===== src/rtl/mp_avm_bridge_if.sv =====
// Avalon-MM master-side bus bundle for mp_avm_bridge.
interface mp_avm_bridge_if #(
  parameter int DATA_W = 64,
  parameter int ADDR_W = 32
);
  logic [ADDR_W-1:0]   m_address;
  logic                m_read;
  logic                m_write;
  logic [DATA_W/8-1:0] m_byteenable;
  logic [DATA_W-1:0]   m_writedata;
  logic                m_waitrequest;
  logic [DATA_W-1:0]   m_readdata;
  logic                m_readdatavalid;

  modport master (
    output m_address, m_read, m_write, m_byteenable, m_writedata,
    input  m_waitrequest, m_readdata, m_readdatavalid
  );

  modport slave (
    input  m_address, m_read, m_write, m_byteenable, m_writedata,
    output m_waitrequest, m_readdata, m_readdatavalid
  );
endinterface


===== src/rtl/mp_avm_bridge.sv =====
// Upstream request FIFO to Avalon-MM master with outstanding-read limiting.
// Optional sticky overflow flag: define MP_AVM_BRIDGE_OVF_FLAG_EN.
module mp_avm_bridge #(
  parameter int DATA_W   = 64,
  parameter int ADDR_W   = 32,
  parameter int DEPTH    = 4,
  parameter int MAX_OUTS = 4
) (
  input  logic                clock,
  input  logic                reset,
  input  logic [ADDR_W-1:0]   addr,
  input  logic                write_en,
  input  logic                read_en,
  input  logic [DATA_W/8-1:0] byte_en,
  input  logic [DATA_W-1:0]   write_data,
  output logic [DATA_W-1:0]   read_data,
  output logic                read_valid,
  output logic                stall,
  output logic                overflow,
  mp_avm_bridge_if.master     avm
);
  localparam int BE_W  = DATA_W / 8;
  localparam int PTR_W = $clog2(DEPTH);
  localparam int CNT_W = $clog2(DEPTH + 1);
  localparam int OUT_W = $clog2(MAX_OUTS + 1);

  typedef struct packed {
    logic              is_write;
    logic [ADDR_W-1:0] addr;
    logic [BE_W-1:0]   be;
    logic [DATA_W-1:0] data;
  } cmd_t;

  cmd_t             mem [DEPTH];
  logic [PTR_W-1:0] wr_ptr, rd_ptr;
  logic [CNT_W-1:0] count;
  logic [OUT_W-1:0] outs;
  cmd_t             head;
  logic             empty, full, req, push, pop, outs_ok, rd_acc;

  assign head    = mem[rd_ptr];
  assign empty   = (count == '0);
  assign full    = (count == CNT_W'(DEPTH));
  assign outs_ok = (outs < OUT_W'(MAX_OUTS));
  assign req     = read_en | write_en;

  // Reads wait at the head when the outstanding limit is hit; nothing behind
  // them may overtake, so ordering is preserved for free.
  assign avm.m_read       = !reset && !empty && !head.is_write && outs_ok;
  assign avm.m_write      = !reset && !empty &&  head.is_write;
  assign avm.m_address    = head.addr;
  assign avm.m_byteenable = head.be;
  assign avm.m_writedata  = head.data;

  assign pop    = (avm.m_read | avm.m_write) && !avm.m_waitrequest;
  assign rd_acc = avm.m_read && !avm.m_waitrequest;
  assign push   = req && (!full || pop);
  assign stall  = (count >= CNT_W'(DEPTH - 1));

  // Storage carries no reset; discarding entries is done via the pointers.
  always_ff @(posedge clock) begin
    if (push && !reset)
      mem[wr_ptr] <= '{is_write: write_en, addr: addr, be: byte_en, data: write_data};
  end

  always_ff @(posedge clock) begin
    if (reset) begin
      wr_ptr     <= '0;
      rd_ptr     <= '0;
      count      <= '0;
      outs       <= '0;
      read_valid <= 1'b0;
      read_data  <= '0;
    end else begin
      if (push) wr_ptr <= wr_ptr + 1'b1;
      if (pop)  rd_ptr <= rd_ptr + 1'b1;
      case ({push, pop})
        2'b10:   count <= count + 1'b1;
        2'b01:   count <= count - 1'b1;
        default: count <= count;
      endcase
      if (rd_acc && !avm.m_readdatavalid)
        outs <= outs + 1'b1;
      else if (!rd_acc && avm.m_readdatavalid && outs != '0)
        outs <= outs - 1'b1;
      read_valid <= avm.m_readdatavalid;
      if (avm.m_readdatavalid) read_data <= avm.m_readdata;
    end
  end

`ifdef MP_AVM_BRIDGE_OVF_FLAG_EN
  logic drop, ovf_q;
  assign drop = req && full && !pop;
  always_ff @(posedge clock) begin
    if (reset)     ovf_q <= 1'b0;
    else if (drop) ovf_q <= 1'b1;
  end
  assign overflow = ovf_q;
`else
  assign overflow = 1'b0;
`endif
endmodule


===== src/flat_wrapper.sv =====
// flat-port wrapper written by rule: the top's interface ports become plain ports
module mp_avm_bridge_flat 
#(
  parameter int DATA_W   = 64,
  parameter int ADDR_W   = 32,
  parameter int DEPTH    = 4,
  parameter int MAX_OUTS = 4
)
  (clock, reset, addr, write_en, read_en, byte_en, write_data, read_data, read_valid, stall, overflow, avm_m_address, avm_m_read, avm_m_write, avm_m_byteenable, avm_m_writedata, avm_m_waitrequest, avm_m_readdata, avm_m_readdatavalid);
  mp_avm_bridge_if #(.DATA_W(DATA_W), .ADDR_W(ADDR_W)) avm_i ();
  input  logic clock;
  input  logic reset;
  input  logic [ADDR_W-1:0] addr;
  input  logic write_en;
  input  logic read_en;
  input  logic [DATA_W/8-1:0] byte_en;
  input  logic [DATA_W-1:0] write_data;
  output logic [DATA_W-1:0] read_data;
  output logic read_valid;
  output logic stall;
  output logic overflow;
  output wire logic [$bits(avm_i.m_address)-1:0] avm_m_address;
  output wire logic [$bits(avm_i.m_read)-1:0] avm_m_read;
  output wire logic [$bits(avm_i.m_write)-1:0] avm_m_write;
  output wire logic [$bits(avm_i.m_byteenable)-1:0] avm_m_byteenable;
  output wire logic [$bits(avm_i.m_writedata)-1:0] avm_m_writedata;
  input wire logic [$bits(avm_i.m_waitrequest)-1:0] avm_m_waitrequest;
  input wire logic [$bits(avm_i.m_readdata)-1:0] avm_m_readdata;
  input wire logic [$bits(avm_i.m_readdatavalid)-1:0] avm_m_readdatavalid;
  assign avm_m_address = avm_i.m_address;
  assign avm_m_read = avm_i.m_read;
  assign avm_m_write = avm_i.m_write;
  assign avm_m_byteenable = avm_i.m_byteenable;
  assign avm_m_writedata = avm_i.m_writedata;
  assign avm_i.m_waitrequest = avm_m_waitrequest;
  assign avm_i.m_readdata = avm_m_readdata;
  assign avm_i.m_readdatavalid = avm_m_readdatavalid;
  mp_avm_bridge #(.DATA_W(DATA_W), .ADDR_W(ADDR_W), .DEPTH(DEPTH), .MAX_OUTS(MAX_OUTS)) u_core (.clock(clock), .reset(reset), .addr(addr), .write_en(write_en), .read_en(read_en), .byte_en(byte_en), .write_data(write_data), .read_data(read_data), .read_valid(read_valid), .stall(stall), .overflow(overflow), .avm(avm_i));
endmodule

===== config.mk =====
export PLATFORM = sky130hd
export DESIGN_NAME = mp_avm_bridge_flat
export DESIGN_NICKNAME = d
export VERILOG_FILES = /design/src/rtl/mp_avm_bridge_if.sv /design/src/rtl/mp_avm_bridge.sv /design/src/flat_wrapper.sv
export SDC_FILE = /design/constraint.sdc
export NUM_CORES = 1
export LEC_CHECK = 0
export ABC_AREA = 1
export BUFFER_PORTS_ARGS = -buffer_cell sky130_fd_sc_hd__buf_2
export CAP_MARGIN = 20
export CORE_MARGIN = 1
export CORE_UTILIZATION = 50
export CTS_CLUSTER_SIZE = 10
export DETAILED_ROUTE_END_ITERATION = 10
export HOLD_SLACK_MARGIN = 0.06
export PLACE_DENSITY = 0.76
export REMOVE_ABC_BUFFERS = 1
export SYNTH_ARGS = -nofsm -noshare
export SYNTH_HDL_FRONTEND = slang
export SYNTH_SLANG_ARGS = --single-unit

===== constraint.sdc =====
create_clock -name clock -period 5.6 [get_ports clock]
set_input_delay 0 -clock clock [delete_from_list [all_inputs] [get_ports clock]]
set_output_delay 0 -clock clock [all_outputs]
set_load 0.02 [all_outputs]

==> flow_metrics.tcl, run 1 <==
set metrics [dict create \
    status "finished, final reports clean" \
    hp-class "primary input to flop" \
    maxSlewHeadroom_pct 34.9 \
    multi_input_area_um2 3800 \
    top_layer "met5" \
    min_from "addr[11]" \
    core-area_um2 35900 \
    dr_wl_met2_um 23300 \
    io_pins 347 \
    max_stage_delay_ns 0.73 \
    path_common_cell "buf_4" \
    ff2ff_setup_slack_ns 2.20 \
    path_delay_family "buffers and inverters" \
    rsz0062_at_grt "false" \
    drive_gt1_share_pct 23.4 \
    cp.required_ns 5.60 \
    period_share_pct 65.4 \
    syn_area_per_cell_um2 13.1 \
    tightest_slew_ns 0.977 \
    dieArea_um2 37600 \
    grt_max_degree 134 \
    synth_top_area_share_pct 68.4 \
    cap_violations 0 \
    regArea_um2 14200 \
    clock_latency_ns 0.59 \
    post-cts-setup-buffer-count 0 \
    synth-seq-area-share_pct 76.8 \
    die_w_um 194 \
    wire_per_inst_um 19.8 \
    crit_slowest_cell "dfxtp_4" \
    final_max_slew_viol_count 0 \
    grt_util_all_layers_pct 24.8 \
    fin_crit_ns 3.66 \
    fmax_ghz 0.273 \
    cts_root_buffer "clkbuf_16" \
    postRouteAntennaNets 0 \
    cts_num_sinks 497 \
    drt_iter0_markers 808 \
    path_class "flop to output port" \
    critPathBufInv 3 \
    crit_chain "buf_4, buf_4, o21ai_0, o22ai_1, buf_2" \
    vias 13189 \
    initial_utilization_pct 51.3 \
    place_area_um2 20500 \
    finalWorstSetupSlack_ns 1.94 \
    place_ws_ns 2.23 \
    ys_types 30 \
    setup_viol 0 \
    antenna_found_initial 5 \
    avgViaCountPerCell 5.51 \
    ys_top_cells_by_area "edfxtp_1 68%, dfxtp_1 8.4%, nor2_1 7.2%" \
    drt_first_pass_iters 5 \
    netlist_area_um2 18400 \
    clk_pin_slew_ns 0.06 \
    yosys_warnings 0 \
    synth_top_cell_by_area "edfxtp_1" \
    leakage_nw 8.98 \
    startpoint_type "flop" \
    clockBufferDepth 3 \
    cts_tree "yes" \
    setup-tns-final_ns 0 \
    hold_violations 0 \
    h-tree-depth 2 \
    peakVddDrop_v 0.000248 \
    arrival_ns 3.66 \
    core.rowCount 69 \
    final_area_um2 23800 \
    power_density_nw_per_um2 408 \
    cts_made_buffers 56 \
    overflow 0 \
    worstRegToRegCells 10 \
    synth_cells 1402 \
    nets 2084 \
    syn_to_final_growth_pct 29.4 \
    worstReg2RegEnd "u_core.mem[3][15]" \
    post-dp-hpwl_um 26200 \
    worstSetupPathDepth 5 \
    io_buffer_count 345 \
    endpoint "avm_m_writedata[60]" \
    grt_pass1_vias 13283 \
    grt_first_pass_wirelength_um 72400 \
    die_h_um 194 \
    wl_um 47400 \
    end_kind "output port" \
    met3_length_um 3600 \
    ys_ff_latch 497 \
    drc 0 \
    final.setup_skew_ns 0.0112 \
    fill_cells 2493 \
    routabilityCongestion 0.812 \
    cp_max_fo 79 \
    wl_met1_um 18600 \
]
[cells in the mapped netlist]
library cell	instances
inv_1	20
conb_1	1
edfxtp_1	420
o21ai_0	243
nand2_1	13
buf_2	29
ha_1	5
buf_4	4
nor2_4	1
nand2_2	5
inv_2	3
fa_1	2
inv_4	1
nand3_1	3
a21oi_1	11
nor2_1	352
nand3_2	5
dfxtp_1	77
or2_2	1
nand4_4	1
o22ai_1	104
buf_1	1
nor3_1	1
o21ai_1	36
buf_6	2
xor2_1	1
clkbuf_1	55
nand2_4	3
clkbuf_2	1
nor2_2	1
[power breakdown]
part	switching [mW]	total [mW]	internal, mW	leakage (nW)
logic	1.43	2.06	0.631	3.75
registers	0.131	4.46	4.33	4.48
clock network	1.33	3.21	1.88	0.761
total	2.90	9.73	6.84	8.98
[sequential cells by signal, indices dropped and copies added, names as in the netlist, named ones only]
name,cells
u_core.count,3
u_core.mem,420
u_core.read_valid,1
u_core.wr_ptr,2
u_core.read_data,64
u_core.outs,3
u_core.rd_ptr,2
[kinds of logic (layout without fill, tap and decap cells)]
group | Yosys count | after routing | synth area share [%]
DFF | 497 | 497 | 76.8
AOI/OAI and AO/OA | 394 | 394 | 11.4
and+or+nand+nor | 386 | 386 | 8.41
buffers and inverters | 116 | 642 | 2.74
adders and majority gates | 7 | 7 | 0.557
other | 1 | 5 | 0.0204
xor gates and xnor gates | 1 | 1 | 0.0475
[final cells by class]
type	count	area share, %
diodes	4	0.0420
clock buffers	80	6.48
clock inverters	3	0.110
inverters	24	0.404
multi-input cells	789	15.9
flip-flops and latches	497	59.4
well taps	461	2.42
repair buffers	535	15.2
[routing by layer]
metal | vias up | GRT usage [%]
met5 | - | 0
met4 | 4 | 10.9
met3 | 110 | 6.19
met2 | 579 | 41.9
met1 | 6408 | 30.3
li1 | 6088 | -
[worst register-to-register path, cell delays in order, from the launching register on]
cell     delay (ns)
dfxtp_4        0.52
inv_6          0.72
nand2_2        0.21
nand3_2        0.14
nand3_2        0.11
nand2_2        0.09
nand2_4        0.06
nand2_4        0.10
nand3_2        0.20
nor2_4         0.19
buf_4          0.64
[worst min path at each step]
stage                              end  slack [ns]  cells after the start
floorplan            u_core.read_valid        0.07                      1
global placement    u_core.mem[3][103]        0.21                      1
detailed placement   u_core.mem[3][70]        0.22                      1
CTS                   u_core.mem[3][6]        0.13                      2
global route         u_core.mem[1][96]        0.15                      2
finish               u_core.mem[3][83]        0.16                      2
[layout by cell type, fill, tap and decap left out, types with 4 or more instances in the layout]
cell and instances:
ha_1 5, o21ai_0 243, edfxtp_1 420, nand2_1 13, o21ai_1 36, dfxtp_1 75
nor2_1 348, nand3_2 5, clkbuf_16 58, nor2_4 5, inv_1 19, dlygate4sd3_1 174
buf_2 345, nand2_2 5, o22ai_1 104, a21oi_1 11, buf_4 13, clkbuf_1 21
diode_2 4
[through the flow]
stage,utilization [%],power (mW),std cells,hold WS [ns]
after global placement,57.1,6.43,2132,0.209
after floorplan,-,5.73,1310,0.0724
after global routing,66.4,10.1,2393,0.150
after detailed placement,57.1,6.48,2132,0.216
after CTS,66.3,9.77,2389,0.133
final,66.4,9.73,2393,0.162
[what timing repair did]
item,4_1_cts,5_1_grt
resized for setup,0,0
hold buffers,174,0
hold endpoints to repair,494,0
No activity file was read; power rests on OpenSTA's default activity.
==> inputs of run 2 (changes only) <==
CORE_UTILIZATION = 55   (was 50)
PLACE_DENSITY = 0.79   (was 0.76)
clock period = 3.4 ns   (was 5.6 ns; I/O delays follow)
==> run 2 against run 1 <==
Non-clock buffer count up 2. Clock-buffer cell count down 3. First-iteration DRC count up 28%. Wire length down 4.1%. Sequential share of layout area up 0.12 points. Final area down 0.20%. Power up 62%. Hold slack worse by 0.0032 ns. Critical path type unchanged. Largest cell class unchanged. Largest power group unchanged.
==> flow_metrics.tcl, run 2 (synthesis gave the netlist of run 1 again) <==
set metrics [dict create \
    drc 0 \
    cts_num_sinks 497 \
    io_buffer_count 345 \
    io_pins 347 \
    grt_max_degree 110 \
    maxSlewHeadroom_pct 26.7 \
    final.setup_skew_ns 0.0151 \
    hp-class "primary input to flop" \
    cts_root_buffer "clkbuf_16" \
    die_h_um 185 \
    cap_violations 0 \
    grt_pass1_vias 13145 \
    core-area_um2 32800 \
    post-dp-hpwl_um 24200 \
    hold_buffers 172 \
    post-cts-setup-buffer-count 0 \
    final_area_um2 23800 \
    core.rowCount 66 \
    tightest_slew_ns 1.10 \
    top_regs "u_core.mem: 420 flops, u_core.read_data: 64 flops" \
    grt_util_all_layers_pct 26.1 \
    final_max_slew_viol_count 0 \
    crit_chain "buf_4, o21ai_0, o22ai_1, buf_2" \
    fill_cells 2030 \
    cp_max_fo 109 \
    end_kind "output port" \
    routabilityCongestion 0.850 \
    wire_per_inst_um 19.2 \
    finalWorstSetupSlack_ns 0.602 \
    drive_gt1_share_pct 23.4 \
    hold_end "u_core.read_data[59]" \
    status "finished, final reports clean" \
    fin_crit_ns 2.80 \
    final_cell_mix "420 x edfxtp_1, 348 x nor2_1, 345 x buf_2" \
    arrival_ns 2.80 \
    peakVddDrop_v 0.000413 \
    rsz0062_at_grt "false" \
    wl_um 45500 \
    period_share_pct 82.3 \
    max_stage_delay_ns 0.84 \
    hold_violations 0 \
    startpoint_type "flop" \
    drt_iter0_markers 1034 \
    dieArea_um2 34200 \
    power_density_nw_per_um2 664 \
    crit_slowest_cell "buf_4" \
    cts_resized 0 \
    cts_tree "yes" \
    largest_register_ffs 420 \
    antenna_found_initial 2 \
    total_power_mw 15.8 \
    cts_made_buffers 55 \
    worst_hold_slack_ns 0.159 \
    regMostFlops "u_core.mem" \
    place_ws_ns 0.698 \
    final_common_cell "edfxtp_1" \
    multi_input_area_um2 3800 \
    leakage_nw 8.97 \
    place_area_um2 20500 \
    die_w_um 185 \
    drt_first_pass_iters 5 \
    nets 2085 \
    worstReg2RegEnd "u_core.mem[2][90]" \
    clk_pin_slew_ns 0.06 \
    holdPathStages 4 \
    ff2ff_setup_slack_ns 0.70 \
    initial_utilization_pct 56.2 \
    worstRegToRegCells 10 \
    postRouteAntennaNets 0 \
    path_class "flop to output port" \
    critPathBufInv 2 \
    fmax_ghz 0.357 \
    avgViaCountPerCell 5.53 \
    h-tree-depth 2 \
    vias 13100 \
    grt_first_pass_wirelength_um 68700 \
    clock_latency_ns 0.57 \
    syn_to_final_growth_pct 29.1 \
    overflow 0 \
    path_delay_family "buffers and inverters" \
    cp.required_ns 3.40 \
    clockBufferDepth 3 \
    min_from "avm_m_readdatavalid" \
    setup_viol 0 \
    regArea_um2 14200 \
]
==> run 2: cell count changes in the layout (fill, tap and decap cells not counted) <==
cell / before / now
buf_4: 13 / 15
buf_16: 0 / 1
buf_12: 3 / 4
clkbuf_8: 1 / 0
inv_6: 1 / 2
clkbuf_16: 58 / 56
clkinv_2: 3 / 1
dlygate4sd3_1: 174 / 172
diode_2: 4 / 3
==> run 2: worst register-to-register path, delay by kind of cell (launching register included) <==
| kind | cells | cell delay [ns] |
|---|---|---|
| DFF | 1 | 0.44 |
| buffers and inverters | 2 | 0.91 |
| and+or+nand+nor | 8 | 0.94 |
==> run 2: per-layer routing <==
metal / GRT usage (%) / up-vias / routed length (µm)
met2: 44.8 / 602 / 22700
met3: 6.76 / 89 / 4180
met1: 32.1 / 6316 / 17400
li1: - / 6093 / -
met4: 8.69 / 0 / 1210
met5: 0 / - / 0
==> run 2: layout make-up <==
cell class / instances / area share, %
Sequential cell: 497 / 59.5
Multi-Input combinational cell: 789 / 16.0
Timing Repair Buffer: 537 / 15.4
Clock buffer: 77 / 6.22
Tap cell: 442 / 2.32
Inverter: 24 / 0.405
Clock inverter: 2 / 0.105
Antenna cell: 3 / 0.0316
==> run 2: where the power goes <==
part	total, mW	switching [mW]	leakage, nW	internal, mW
clock	5.08	2.11	0.726	2.97
sequential	7.31	0.182	4.48	7.13
combinational	3.41	2.36	3.77	1.05
==> run 2: per-stage QoR <==
step | util (%) | TNS, ns | std cells
6_report | 72.6 | 0 | 2371
5_1_grt | 72.5 | 0 | 2369
4_1_cts | 72.5 | 0 | 2367
3_5_place_dp | 62.6 | 0 | 2116
3_3_place_gp | 62.6 | 0 | 2116
2_1_floorplan | - | -2713.96 | 1310
==> run 2: worst max-delay path by stage <==
stage | endpoint | slack [ns] | cells past startpoint
2_1_floorplan | u_core.mem[0][0] | -5.81 | 8
3_3_place_gp | u_core.mem[0][32] | 0.77 | 10
3_5_place_dp | u_core.mem[2][10] | 0.70 | 10
4_1_cts | avm_m_writedata[22] | 0.55 | 5
5_1_grt | avm_m_address[22] | 0.44 | 4
6_report | avm_m_address[22] | 0.60 | 4
